**config.mk**
```make
export PLATFORM = sky130hd
export DESIGN_NAME = mac_seq_ctrl_flat
export DESIGN_NICKNAME = d
export VERILOG_FILES = /design/src/rtl/mac_seq_ctrl_if.sv /design/src/rtl/mac_seq_ctrl.sv /design/src/flat_wrapper.sv
export SDC_FILE = /design/constraint.sdc
export NUM_CORES = 1
export LEC_CHECK = 0
export CAP_MARGIN = 20
export CORE_AREA = 2 2 93 95
export DETAILED_ROUTE_END_ITERATION = 8
export DIE_AREA = 0 0 95 97
export HOLD_SLACK_MARGIN = 0.02
export PLACE_DENSITY_LB_ADDON = 0.15
export SLEW_MARGIN = 20
export SYNTH_ARGS = -nofsm -noshare
export SYNTH_HDL_FRONTEND = slang
export SYNTH_SLANG_ARGS = --single-unit
export TNS_END_PERCENT = 100
```
**constraint.sdc**
```tcl
create_clock -name clk -period 8.6 [get_ports clk]
set_input_delay 1.72 -clock clk [delete_from_list [all_inputs] [get_ports clk]]
set_output_delay 1.72 -clock clk [all_outputs]
set_load 0.02 [all_outputs]
```
**src/rtl/mac_seq_ctrl_if.sv**
```systemverilog
// Bundle of the command, operand-RAM, mac_unit and result signals around mac_seq_ctrl.
// The slave modport is the sequencer's view; master is the surrounding environment.
interface mac_seq_ctrl_if #(
    parameter int DATA_WIDTH = 8,
    parameter int ACC_WIDTH  = 32,
    parameter int ADDR_WIDTH = 10,
    parameter int LEN_WIDTH  = 8
);
    logic                  cmd_valid;
    logic                  cmd_ready;
    logic [ADDR_WIDTH-1:0] cmd_a_base;
    logic [ADDR_WIDTH-1:0] cmd_b_base;
    logic [LEN_WIDTH-1:0]  cmd_len;
    logic [ADDR_WIDTH-1:0] ram_a_addr;
    logic [ADDR_WIDTH-1:0] ram_b_addr;
    logic                  ram_rd_en;
    logic [DATA_WIDTH-1:0] ram_a_data;
    logic [DATA_WIDTH-1:0] ram_b_data;
    logic [DATA_WIDTH-1:0] mac_a;
    logic [DATA_WIDTH-1:0] mac_b;
    logic                  mac_enable;
    logic                  mac_accumulate;
    logic [ACC_WIDTH-1:0]  mac_result;
    logic                  res_valid;
    logic                  res_ready;
    logic [ACC_WIDTH-1:0]  res_data;
    logic                  busy;

    modport slave (
        input  cmd_valid, cmd_a_base, cmd_b_base, cmd_len,
        input  ram_a_data, ram_b_data, mac_result, res_ready,
        output cmd_ready, ram_a_addr, ram_b_addr, ram_rd_en,
        output mac_a, mac_b, mac_enable, mac_accumulate,
        output res_valid, res_data, busy
    );

    modport master (
        output cmd_valid, cmd_a_base, cmd_b_base, cmd_len,
        output ram_a_data, ram_b_data, mac_result, res_ready,
        input  cmd_ready, ram_a_addr, ram_b_addr, ram_rd_en,
        input  mac_a, mac_b, mac_enable, mac_accumulate,
        input  res_valid, res_data, busy
    );
endinterface

```
**src/rtl/mac_seq_ctrl.sv**
```systemverilog
// Dot-product sequencer: streams operand pairs from two 1-cycle RAMs into mac_unit,
// waits for the MAC pipeline to drain, then presents the sum on a valid/ready port.
module mac_seq_ctrl #(
    parameter int DATA_WIDTH = 8,
    parameter int ACC_WIDTH  = 32,
    parameter int ADDR_WIDTH = 10,
    parameter int LEN_WIDTH  = 8,
    parameter int MAC_LAT    = 2
) (
    input logic           clk,
    input logic           rst_n,
    mac_seq_ctrl_if.slave bus
);
    localparam int DCW = $clog2(MAC_LAT + 1) + 1;

    typedef enum logic [1:0] {IDLE, ISSUE, DRAIN, DONE} state_t;

    state_t                state_q, state_d;
    logic [LEN_WIDTH-1:0]  remain_q;
    logic [ADDR_WIDTH-1:0] a_addr_q, b_addr_q;
    logic [DCW-1:0]        drain_q;
    logic                  rd_en_q, first_q, en_q, acc_q;
    logic [ACC_WIDTH-1:0]  res_q;
    logic                  cmd_fire, drain_done;

    assign cmd_fire   = bus.cmd_valid && (state_q == IDLE);
    assign drain_done = (state_q == DRAIN) && (drain_q == DCW'(MAC_LAT));

    always_ff @(posedge clk) begin
        if (!rst_n) state_q <= IDLE;
        else        state_q <= state_d;
    end

    always_comb begin
        state_d = state_q;
        case (state_q)
            IDLE:  if (cmd_fire) state_d = (bus.cmd_len == '0) ? DONE : ISSUE;
            ISSUE: if (remain_q == '0) state_d = DRAIN;
            DRAIN: if (drain_done) state_d = DONE;
            DONE:  if (bus.res_ready) state_d = IDLE;
            default: state_d = IDLE;
        endcase
    end

    // remain_q counts elements still to issue after the current one, so the
    // last read is the cycle where it reads zero.
    always_ff @(posedge clk) begin
        if (!rst_n) begin
            a_addr_q <= '0;
            b_addr_q <= '0;
            remain_q <= '0;
            drain_q  <= '0;
            rd_en_q  <= 1'b0;
            first_q  <= 1'b0;
            en_q     <= 1'b0;
            acc_q    <= 1'b0;
            res_q    <= '0;
        end else begin
            // RAM data lands one cycle after the read, so enable/accumulate trail it by one.
            en_q  <= rd_en_q;
            acc_q <= rd_en_q && !first_q;
            case (state_q)
                IDLE: if (cmd_fire) begin
                    a_addr_q <= bus.cmd_a_base;
                    b_addr_q <= bus.cmd_b_base;
                    remain_q <= bus.cmd_len - 1'b1;
                    first_q  <= 1'b1;
                    rd_en_q  <= (bus.cmd_len != '0);
                    drain_q  <= '0;
                    res_q    <= '0;
                end
                ISSUE: begin
                    if (remain_q == '0) begin
                        rd_en_q <= 1'b0;
                    end else begin
                        a_addr_q <= a_addr_q + 1'b1;
                        b_addr_q <= b_addr_q + 1'b1;
                        remain_q <= remain_q - 1'b1;
                        first_q  <= 1'b0;
                    end
                end
                DRAIN: begin
                    if (drain_done) res_q <= bus.mac_result;
                    else            drain_q <= drain_q + 1'b1;
                end
                default: ;
            endcase
        end
    end

    assign bus.cmd_ready      = (state_q == IDLE);
    assign bus.busy           = (state_q != IDLE);
    assign bus.res_valid      = (state_q == DONE);
    assign bus.res_data       = res_q;
    assign bus.ram_a_addr     = a_addr_q;
    assign bus.ram_b_addr     = b_addr_q;
    assign bus.ram_rd_en      = rd_en_q;
    assign bus.mac_a          = bus.ram_a_data;
    assign bus.mac_b          = bus.ram_b_data;
    assign bus.mac_enable     = en_q;
    assign bus.mac_accumulate = acc_q;
endmodule

```
**src/flat_wrapper.sv**
```systemverilog
// flat-port wrapper written by rule: the top's interface ports become plain ports
module mac_seq_ctrl_flat 
#(
    parameter int DATA_WIDTH = 8,
    parameter int ACC_WIDTH  = 32,
    parameter int ADDR_WIDTH = 10,
    parameter int LEN_WIDTH  = 8,
    parameter int MAC_LAT    = 2
)
  (clk, rst_n, bus_cmd_valid, bus_cmd_a_base, bus_cmd_b_base, bus_cmd_len, bus_ram_a_data, bus_ram_b_data, bus_mac_result, bus_res_ready, bus_cmd_ready, bus_ram_a_addr, bus_ram_b_addr, bus_ram_rd_en, bus_mac_a, bus_mac_b, bus_mac_enable, bus_mac_accumulate, bus_res_valid, bus_res_data, bus_busy);
  mac_seq_ctrl_if #(.DATA_WIDTH(DATA_WIDTH), .ACC_WIDTH(ACC_WIDTH), .ADDR_WIDTH(ADDR_WIDTH), .LEN_WIDTH(LEN_WIDTH)) bus_i ();
  input logic clk;
  input logic rst_n;
  input wire logic [$bits(bus_i.cmd_valid)-1:0] bus_cmd_valid;
  input wire logic [$bits(bus_i.cmd_a_base)-1:0] bus_cmd_a_base;
  input wire logic [$bits(bus_i.cmd_b_base)-1:0] bus_cmd_b_base;
  input wire logic [$bits(bus_i.cmd_len)-1:0] bus_cmd_len;
  input wire logic [$bits(bus_i.ram_a_data)-1:0] bus_ram_a_data;
  input wire logic [$bits(bus_i.ram_b_data)-1:0] bus_ram_b_data;
  input wire logic [$bits(bus_i.mac_result)-1:0] bus_mac_result;
  input wire logic [$bits(bus_i.res_ready)-1:0] bus_res_ready;
  output wire logic [$bits(bus_i.cmd_ready)-1:0] bus_cmd_ready;
  output wire logic [$bits(bus_i.ram_a_addr)-1:0] bus_ram_a_addr;
  output wire logic [$bits(bus_i.ram_b_addr)-1:0] bus_ram_b_addr;
  output wire logic [$bits(bus_i.ram_rd_en)-1:0] bus_ram_rd_en;
  output wire logic [$bits(bus_i.mac_a)-1:0] bus_mac_a;
  output wire logic [$bits(bus_i.mac_b)-1:0] bus_mac_b;
  output wire logic [$bits(bus_i.mac_enable)-1:0] bus_mac_enable;
  output wire logic [$bits(bus_i.mac_accumulate)-1:0] bus_mac_accumulate;
  output wire logic [$bits(bus_i.res_valid)-1:0] bus_res_valid;
  output wire logic [$bits(bus_i.res_data)-1:0] bus_res_data;
  output wire logic [$bits(bus_i.busy)-1:0] bus_busy;
  assign bus_i.cmd_valid = bus_cmd_valid;
  assign bus_i.cmd_a_base = bus_cmd_a_base;
  assign bus_i.cmd_b_base = bus_cmd_b_base;
  assign bus_i.cmd_len = bus_cmd_len;
  assign bus_i.ram_a_data = bus_ram_a_data;
  assign bus_i.ram_b_data = bus_ram_b_data;
  assign bus_i.mac_result = bus_mac_result;
  assign bus_i.res_ready = bus_res_ready;
  assign bus_cmd_ready = bus_i.cmd_ready;
  assign bus_ram_a_addr = bus_i.ram_a_addr;
  assign bus_ram_b_addr = bus_i.ram_b_addr;
  assign bus_ram_rd_en = bus_i.ram_rd_en;
  assign bus_mac_a = bus_i.mac_a;
  assign bus_mac_b = bus_i.mac_b;
  assign bus_mac_enable = bus_i.mac_enable;
  assign bus_mac_accumulate = bus_i.mac_accumulate;
  assign bus_res_valid = bus_i.res_valid;
  assign bus_res_data = bus_i.res_data;
  assign bus_busy = bus_i.busy;
  mac_seq_ctrl #(.DATA_WIDTH(DATA_WIDTH), .ACC_WIDTH(ACC_WIDTH), .ADDR_WIDTH(ADDR_WIDTH), .LEN_WIDTH(LEN_WIDTH), .MAC_LAT(MAC_LAT)) u_core (.clk(clk), .rst_n(rst_n), .bus(bus_i));
endmodule
```
==> impl_metrics.py, run 1 <==
metrics = {
    "outcome": {
        "status": "finished clean",
    },
    "synthesis": {
        "synth.cell_area_sq_mm": 0.003746,
        "synth_nets": 552,
        "synth_ff_type": "dfxtp_1",
        "avgSynthCellArea_sq_um": 8.108,
        "yosysSeqAreaShare": 0.3687,
        "synth-seq-cells": 69,
        "yosys.area.top_type": "dfxtp_1",
        "synthArstFlopShare": 0,
        "syn_inst": 462,
        "synth-edff-count": 0,
        "yosysUniqueCellTypes": 60,
        "synth-warning-count": 0,
        "synth_area_leaders": "dfxtp_1 (37%), a21oi_1 (8.0%), nand2_1 (5.9%)",
        "synth_top_area_frac": 0.3687,
    },
    "routing": {
        "remaining_drc_errors": 0,
        "detail_route.wl_per_cell_microns": 15.70,
        "viasPerCell": 5.707,
        "vias": 3761,
        "ant_nets": 0,
        "drt-initial-drc-count": 195,
        "routed_wirelength_microns": 10350,
        "dr.pass1.iters": 6,
    },
    "clocking": {
        "numCtsBuffers": 9,
        "clk_pin_slew_worst_paths_ns": 0.07,
        "postCtsSetupBuffers": 0,
        "clock-sinks": 69,
        "tritoncts": "built",
        "clockBufferDepth": 2,
        "postCtsResizedCells": 0,
        "clk_latency_ns": 0.34,
        "cts-root-buf": "clkbuf_8",
        "htree_levels": 3,
        "cts.hold.buffers_added": 0,
    },
    "setup_path": {
        "crit_required_ns": 8.85,
        "cp.arrival_ns": 3.96,
        "crit_path_max_fanout": 18,
        "start_kind": "input port",
        "endpoint_kind": "register",
        "critPathKind": "in -> reg",
        "reg2reg_slack_ns": 5.60,
    },
    "placement": {
        "gp_congestion": 0.8591,
        "hpwl_microns": 6955,
        "dp.cells": 643,
        "dpl_cell_area_sq_mm": 0.004855,
        "port_buffers": 121,
    },
    "floorplan": {
        "fp.dieH_microns": 97,
        "core_sq_mm": 0.008134,
        "dieArea_sq_mm": 0.009215,
        "rows": 33,
        "start_util": 0.4605,
        "die_w_microns": 95,
        "io_pins": 154,
    },
    "timing": {
        "hold_viol_final": 0,
        "max_freq_mhz": 269.3,
        "worst_slew_pin_slew_ns": 1.037,
        "setup_viol": 0,
        "grt_setup_unrepaired": "false",
        "finalCriticalPeriod_ns": 3.713,
        "tns_ns": 0,
        "holdWs_ns": 0.4370,
        "drv_slew": 0,
        "fin_crit_sh": 0.4318,
        "relSlewSlack": 0.3077,
        "skew_ns": 0.01141,
    },
    "worst_hold_path": {
        "hold_class": "reg -> reg",
    },
    "pwr": {
        "leakage_nw": 1.754,
        "power.density_mw_per_mm2": 292.9,
        "peakVddDrop_uv": 149.4,
    },
    "global_route": {
        "grt_antenna_before_repair": 0,
        "grt_pass1_vias": 3579,
        "grt-ovfl-total": 0,
        "grt_first_pass_wirelength_microns": 16640,
        "track_usage": 0.2227,
        "grt_max_degree": 57,
    },
    "final_layout": {
        "nFillCells": 713,
        "fin_cells": 659,
        "areaGrowthSynthToFinish_pct": 35.57,
        "nets": 639,
        "drive_gt1_frac": 0.07581,
        "design_area_sq_mm": 0.005079,
        "final_util": 0.6244,
        "diodes": 0,
    },
    "job": {
        "drv_cap": 0,
    },
}
==> path summary, 6_finish.rpt <==
path | from | to | cells after the start
worst max-delay path | bus_cmd_valid | u_core.bus.ram_b_addr[0] | 5
worst min-delay path | u_core.first_q | u_core.bus.mac_accumulate | 1
worst max register to register | u_core.state_q[1] | u_core.remain_q[4] | 9
worst min register to register | u_core.first_q | u_core.bus.mac_accumulate | 1
==> worst max-delay path, stage by stage <==
cell	delay (ns)
clkdlybuf4s50_1	0.54
mux2_2	0.34
o31a_1	0.76
o21ai_0	0.27
a221oi_2	0.31
==> logic make-up (layout without fill, tap and decap cells) <==
logic type               after synthesis  count (layout)  share of synthesized area
AO/OA/AOI/OAI                        131             131                     0.2381
XOR/XNOR                               2               2                   0.004677
adder cells (fa/ha/maj)               10              10                    0.03340
buffers and inverters                 66             158                    0.08951
flip-flops                            69              69                     0.3687
multiplexers                          11              11                    0.03006
AND/OR/NAND/NOR                      173             173                     0.2355
==> cell type report <==
class / instances / area, sq um / share of cell area
tap: 105 / 131.4 / 0.02587
clock buffer: 10 / 137.6 / 0.02710
clock inverter: 6 / 86.33 / 0.01700
inverter: 16 / 60.06 / 0.01183
timing repair buffer: 126 / 1249 / 0.2459
multi-input combinational: 327 / 2033 / 0.4003
sequential: 69 / 1381 / 0.2720
==> layout by cell type, fill, tap and decap left out, types with 6 or more instances in the layout <==
master,instances
clkbuf_8,10
a21oi_1,59
clkdlybuf4s50_1,121
ha_1,10
nand2_1,59
nor2_1,18
inv_1,15
mux2i_1,9
nor3_1,9
nor2b_1,9
nand3_1,42
dfxtp_1,69
o21ai_0,13
o22ai_1,6
==> report_power, final <==
group | switching [W] | leakage, nW | total, W | internal (W)
clock network | 0.000126 | 0.112 | 0.000296 | 0.000171
logic | 0.000417 | 1.08 | 0.000710 | 0.000293
registers | 0.0000859 | 0.562 | 0.000481 | 0.000395
total | 0.000629 | 1.75 | 0.00149 | 0.000859
==> synthesized netlist by cell type (all sizes together) (2+ instances only) <==
cell / n
a211oi: 3
a21o: 5
a21oi: 60
a221oi: 3
a222oi: 2
a311oi: 2
a31oi: 4
and2: 2
and4: 5
and4b: 2
buf: 27
clkbuf: 23
dfxtp: 69
ha: 10
inv: 16
mux2: 2
mux2i: 9
nand2: 59
nand2b: 2
nand3: 42
nand3b: 2
nand4: 5
nor2: 18
nor2b: 9
nor3: 9
nor4: 2
o211ai: 2
o21a: 3
o21ai: 13
o22ai: 6
o2bb2ai: 3
o311a: 2
o311ai: 3
o31a: 4
o31ai: 3
o32ai: 4
or3: 5
or3b: 3
or4: 3
or4b: 3
==> state kept, by name (all words and copies together) (netlist names) <==
signal and cells:
u_core.bus.ram_b_addr 10, u_core.drain_q 3, u_core.remain_q 8, u_core.bus.res_data 32
u_core.bus.ram_a_addr 10, u_core.first_q 1, u_core.bus.ram_rd_en 1, u_core.state_q 2
u_core.bus.mac_accumulate 1, u_core.bus.mac_enable 1
==> per-layer routing <==
| metal | up-vias | GRT usage | wire length [microns] |
|---|---|---|---|
| met5 | - | 0 | 0 |
| met3 | 14 | 0.08333 | 941 |
| met4 | 0 | 0.05797 | 97 |
| met2 | 174 | 0.3590 | 4987 |
| li1 | 1835 | - | - |
| met1 | 1738 | 0.2783 | 4323 |
==> stage by stage <==
| stage | power [W] | worst slack, ns |
|---|---|---|
| 2_1_floorplan | 0.0009728 | 5.026 |
| 3_3_place_gp | 0.001178 | 4.615 |
| 3_5_place_dp | 0.001193 | 4.551 |
| 4_1_cts | 0.001494 | 4.906 |
| 5_1_grt | 0.001581 | 4.726 |
| 6_report | 0.001488 | 4.887 |
No activity file was read; power rests on OpenSTA's default activity.
==> inputs of run 2 (changes only) <==
--- a/config.mk
+++ b/config.mk
@@ -6,9 +6,9 @@
 export NUM_CORES = 1
 export LEC_CHECK = 0
 export CAP_MARGIN = 20
-export CORE_AREA = 2 2 93 95
+export CORE_AREA = 2 2 97 99
 export DETAILED_ROUTE_END_ITERATION = 8
-export DIE_AREA = 0 0 95 97
+export DIE_AREA = 0 0 99 101
 export HOLD_SLACK_MARGIN = 0.02
 export PLACE_DENSITY_LB_ADDON = 0.15
 export SLEW_MARGIN = 20
==> constraint.sdc (replaced) <==
create_clock -name clk -period 3.8 [get_ports clk]
set_input_delay 0.76 -clock clk [delete_from_list [all_inputs] [get_ports clk]]
set_output_delay 0.76 -clock clk [all_outputs]
set_load 0.02 [all_outputs]
==> run 2 against run 1 <==
Effect of this change:
- first-iteration DRC count fell by 40%
- design area increased by 0.74%
- critical path depth is 4 higher
- global-route usage decreased by 1.4 points
- clock power grew 130%
- register-to-register slack got worse by 4.7 ns
- clock-buffer cell count stayed put
- routed wire length is 0.43% lower
==> impl_metrics.py, run 2 (synthesis gave the netlist of run 1 again) <==
metrics = {
    "final_layout": {
        "areaGrowthSynthToFinish_pct": 36.57,
        "design_area_sq_mm": 0.005116,
        "layout_commonest_cell": "clkdlybuf4s50_1",
        "nets": 643,
        "drive_gt1_frac": 0.08244,
        "final_cell_mix": "clkdlybuf4s50_1 (121), dfxtp_1 (69), nand2_1 (59), a21oi_1 (59), nand3_1 (42)",
        "nFillCells": 826,
        "largest_reg_flops": 32,
        "diodes": 0,
    },
    "timing": {
        "grt_setup_unrepaired": "false",
        "setup_viol": 0,
        "max_freq_mhz": 343.3,
        "fin_crit_sh": 0.7666,
        "relSlewSlack": 0.4559,
        "skew_ns": 0.01356,
        "hold_viol_final": 0,
        "drv_slew": 0,
        "worst_slew_pin_slew_ns": 0.7935,
        "finalCriticalPeriod_ns": 2.913,
        "tns_ns": 0,
    },
    "routing": {
        "vias": 3745,
        "drt-initial-drc-count": 117,
        "routed_wirelength_microns": 10300,
        "viasPerCell": 5.598,
        "dr.pass1.iters": 5,
        "detail_route.wl_per_cell_microns": 15.40,
        "ant_nets": 0,
        "remaining_drc_errors": 0,
    },
    "setup_path": {
        "endpoint_kind": "register",
        "path_delay_family": "simple AND/OR/NAND/NOR gates",
        "start_kind": "register",
        "critPathKind": "reg -> reg",
        "path_cells": "inv_1 -> ha_1 -> buf_4 -> mux2i_1 -> ha_1 -> or4b_2 -> and2_1 -> xnor2_1 -> a311o_1",
        "crit_slowest_cell": "or4b_2",
        "rr_startpoint": "u_core.state_q[1]",
        "crit_path_max_fanout": 29,
        "crit_start": "u_core.state_q[1]",
        "max_stage_delay_ns": 0.61,
        "crit_required_ns": 4.04,
        "crit_buf_inv": 2,
        "cp.arrival_ns": 3.16,
        "cpMostUsedCell": "ha_1",
    },
    "pwr": {
        "leakage_nw": 1.774,
        "clkPwrFrac": 0.200,
        "internal_power_w": 0.001964,
        "power.switching_w": 0.001438,
        "power_frac_comb": 0.481,
        "power.density_mw_per_mm2": 665.0,
        "share_seq_of_total_power": 0.320,
        "peakVddDrop_uv": 262.6,
        "swShare": 0.4228,
    },
    "floorplan": {
        "core_sq_mm": 0.008977,
        "dieArea_sq_mm": 0.009999,
        "start_util": 0.4173,
        "io_pins": 154,
        "fp.dieH_microns": 101,
        "rows": 35,
        "die_w_microns": 99,
    },
    "global_route": {
        "grt_max_degree": 41,
        "grt_first_pass_wirelength_microns": 16880,
        "track_usage": 0.2082,
        "grt_antenna_before_repair": 0,
        "grt_pass1_vias": 3591,
        "grt-ovfl-total": 0,
    },
    "clocking": {
        "numCtsBuffers": 9,
        "clk_pin_slew_worst_paths_ns": 0.08,
        "cts.hold.buffers_added": 0,
        "clk_latency_ns": 0.35,
        "clock-sinks": 69,
        "cts-root-buf": "clkbuf_8",
        "htree_levels": 3,
        "postCtsResizedCells": 0,
        "clockBufferDepth": 2,
        "postCtsSetupBuffers": 0,
        "tritoncts": "built",
    },
    "placement": {
        "gp_congestion": 0.8187,
        "hpwl_microns": 7015,
        "port_buffers": 121,
        "dpl_cell_area_sq_mm": 0.004892,
    },
    "outcome": {
        "status": "finished clean",
    },
    "worst_hold_path": {
        "hold_class": "reg -> reg",
        "hp-start": "u_core.first_q",
    },
    "job": {
        "drv_cap": 0,
    },
}
run 2: cell count changes in the layout (fill, tap and decap cells not counted):
cell	change
buf_4	+4
run 2: metal layers:
metal / GRT usage / vias to the layer above / wire length (microns)
li1: - / 1851 / -
met1: 0.2466 / 1761 / 4301
met2: 0.3534 / 124 / 4916
met3: 0.07906 / 9 / 989
met4: 0.05796 / 0 / 97
met5: 0 / - / 0
run 2: layout make-up:
cell class                      instances  area (sq um)  share of cell area
Multi-Input combinational cell        327          2033              0.3974
Sequential cell                        69          1381              0.2700
Timing Repair Buffer                  130          1279              0.2499
Tap cell                              111         138.9             0.02715
Clock buffer                           10         137.6             0.02690
Clock inverter                          6         86.33             0.01687
Inverter                               16         60.06             0.01174
run 2: worst register-to-register path: cells and delay by family (launching register included):
kind,cells,cell delay (ns)
buffers and inverters,2,0.44
AND/OR/NAND/NOR,2,0.79
AO/OA/AOI/OAI,1,0.33
adder cells (fa/ha/maj),2,0.50
multiplexers,1,0.26
XOR/XNOR,1,0.12
flip-flops,1,0.35
run 2: stage by stage:
stage	cells	setup slack (ns)	hold WS (ns)	util	power, W
6_report	669	0.8871	0.4475	0.5699	0.003402
5_1_grt	669	0.6885	0.4698	0.5699	0.003625
4_1_cts	669	0.8965	0.4541	0.5699	0.003418
3_5_place_dp	653	0.7587	0.4427	0.5449	0.002727
3_3_place_gp	653	0.7960	0.4364	0.5449	0.002702
2_1_floorplan	462	0.6357	0.3921	-	0.002202
run 2: power by group through the flow:
stage          clock (W)  sequential [W]  combinational [W]
2_1_floorplan          0         0.00120            0.00101
3_3_place_gp           0         0.00109            0.00161
3_5_place_dp           0         0.00110            0.00163
5_1_grt         0.000727         0.00112            0.00178
4_1_cts         0.000697         0.00108            0.00164
6_report        0.000680         0.00109            0.00163
run 2: final timing paths:
path	endpoint	cells after the start	slack, ns
worst max-delay path	u_core.remain_q[4]	9	0.89
worst min-delay path	u_core.bus.mac_accumulate	1	0.45
worst max register to register	u_core.remain_q[4]	9	0.89
worst min register to register	u_core.bus.mac_accumulate	1	0.45
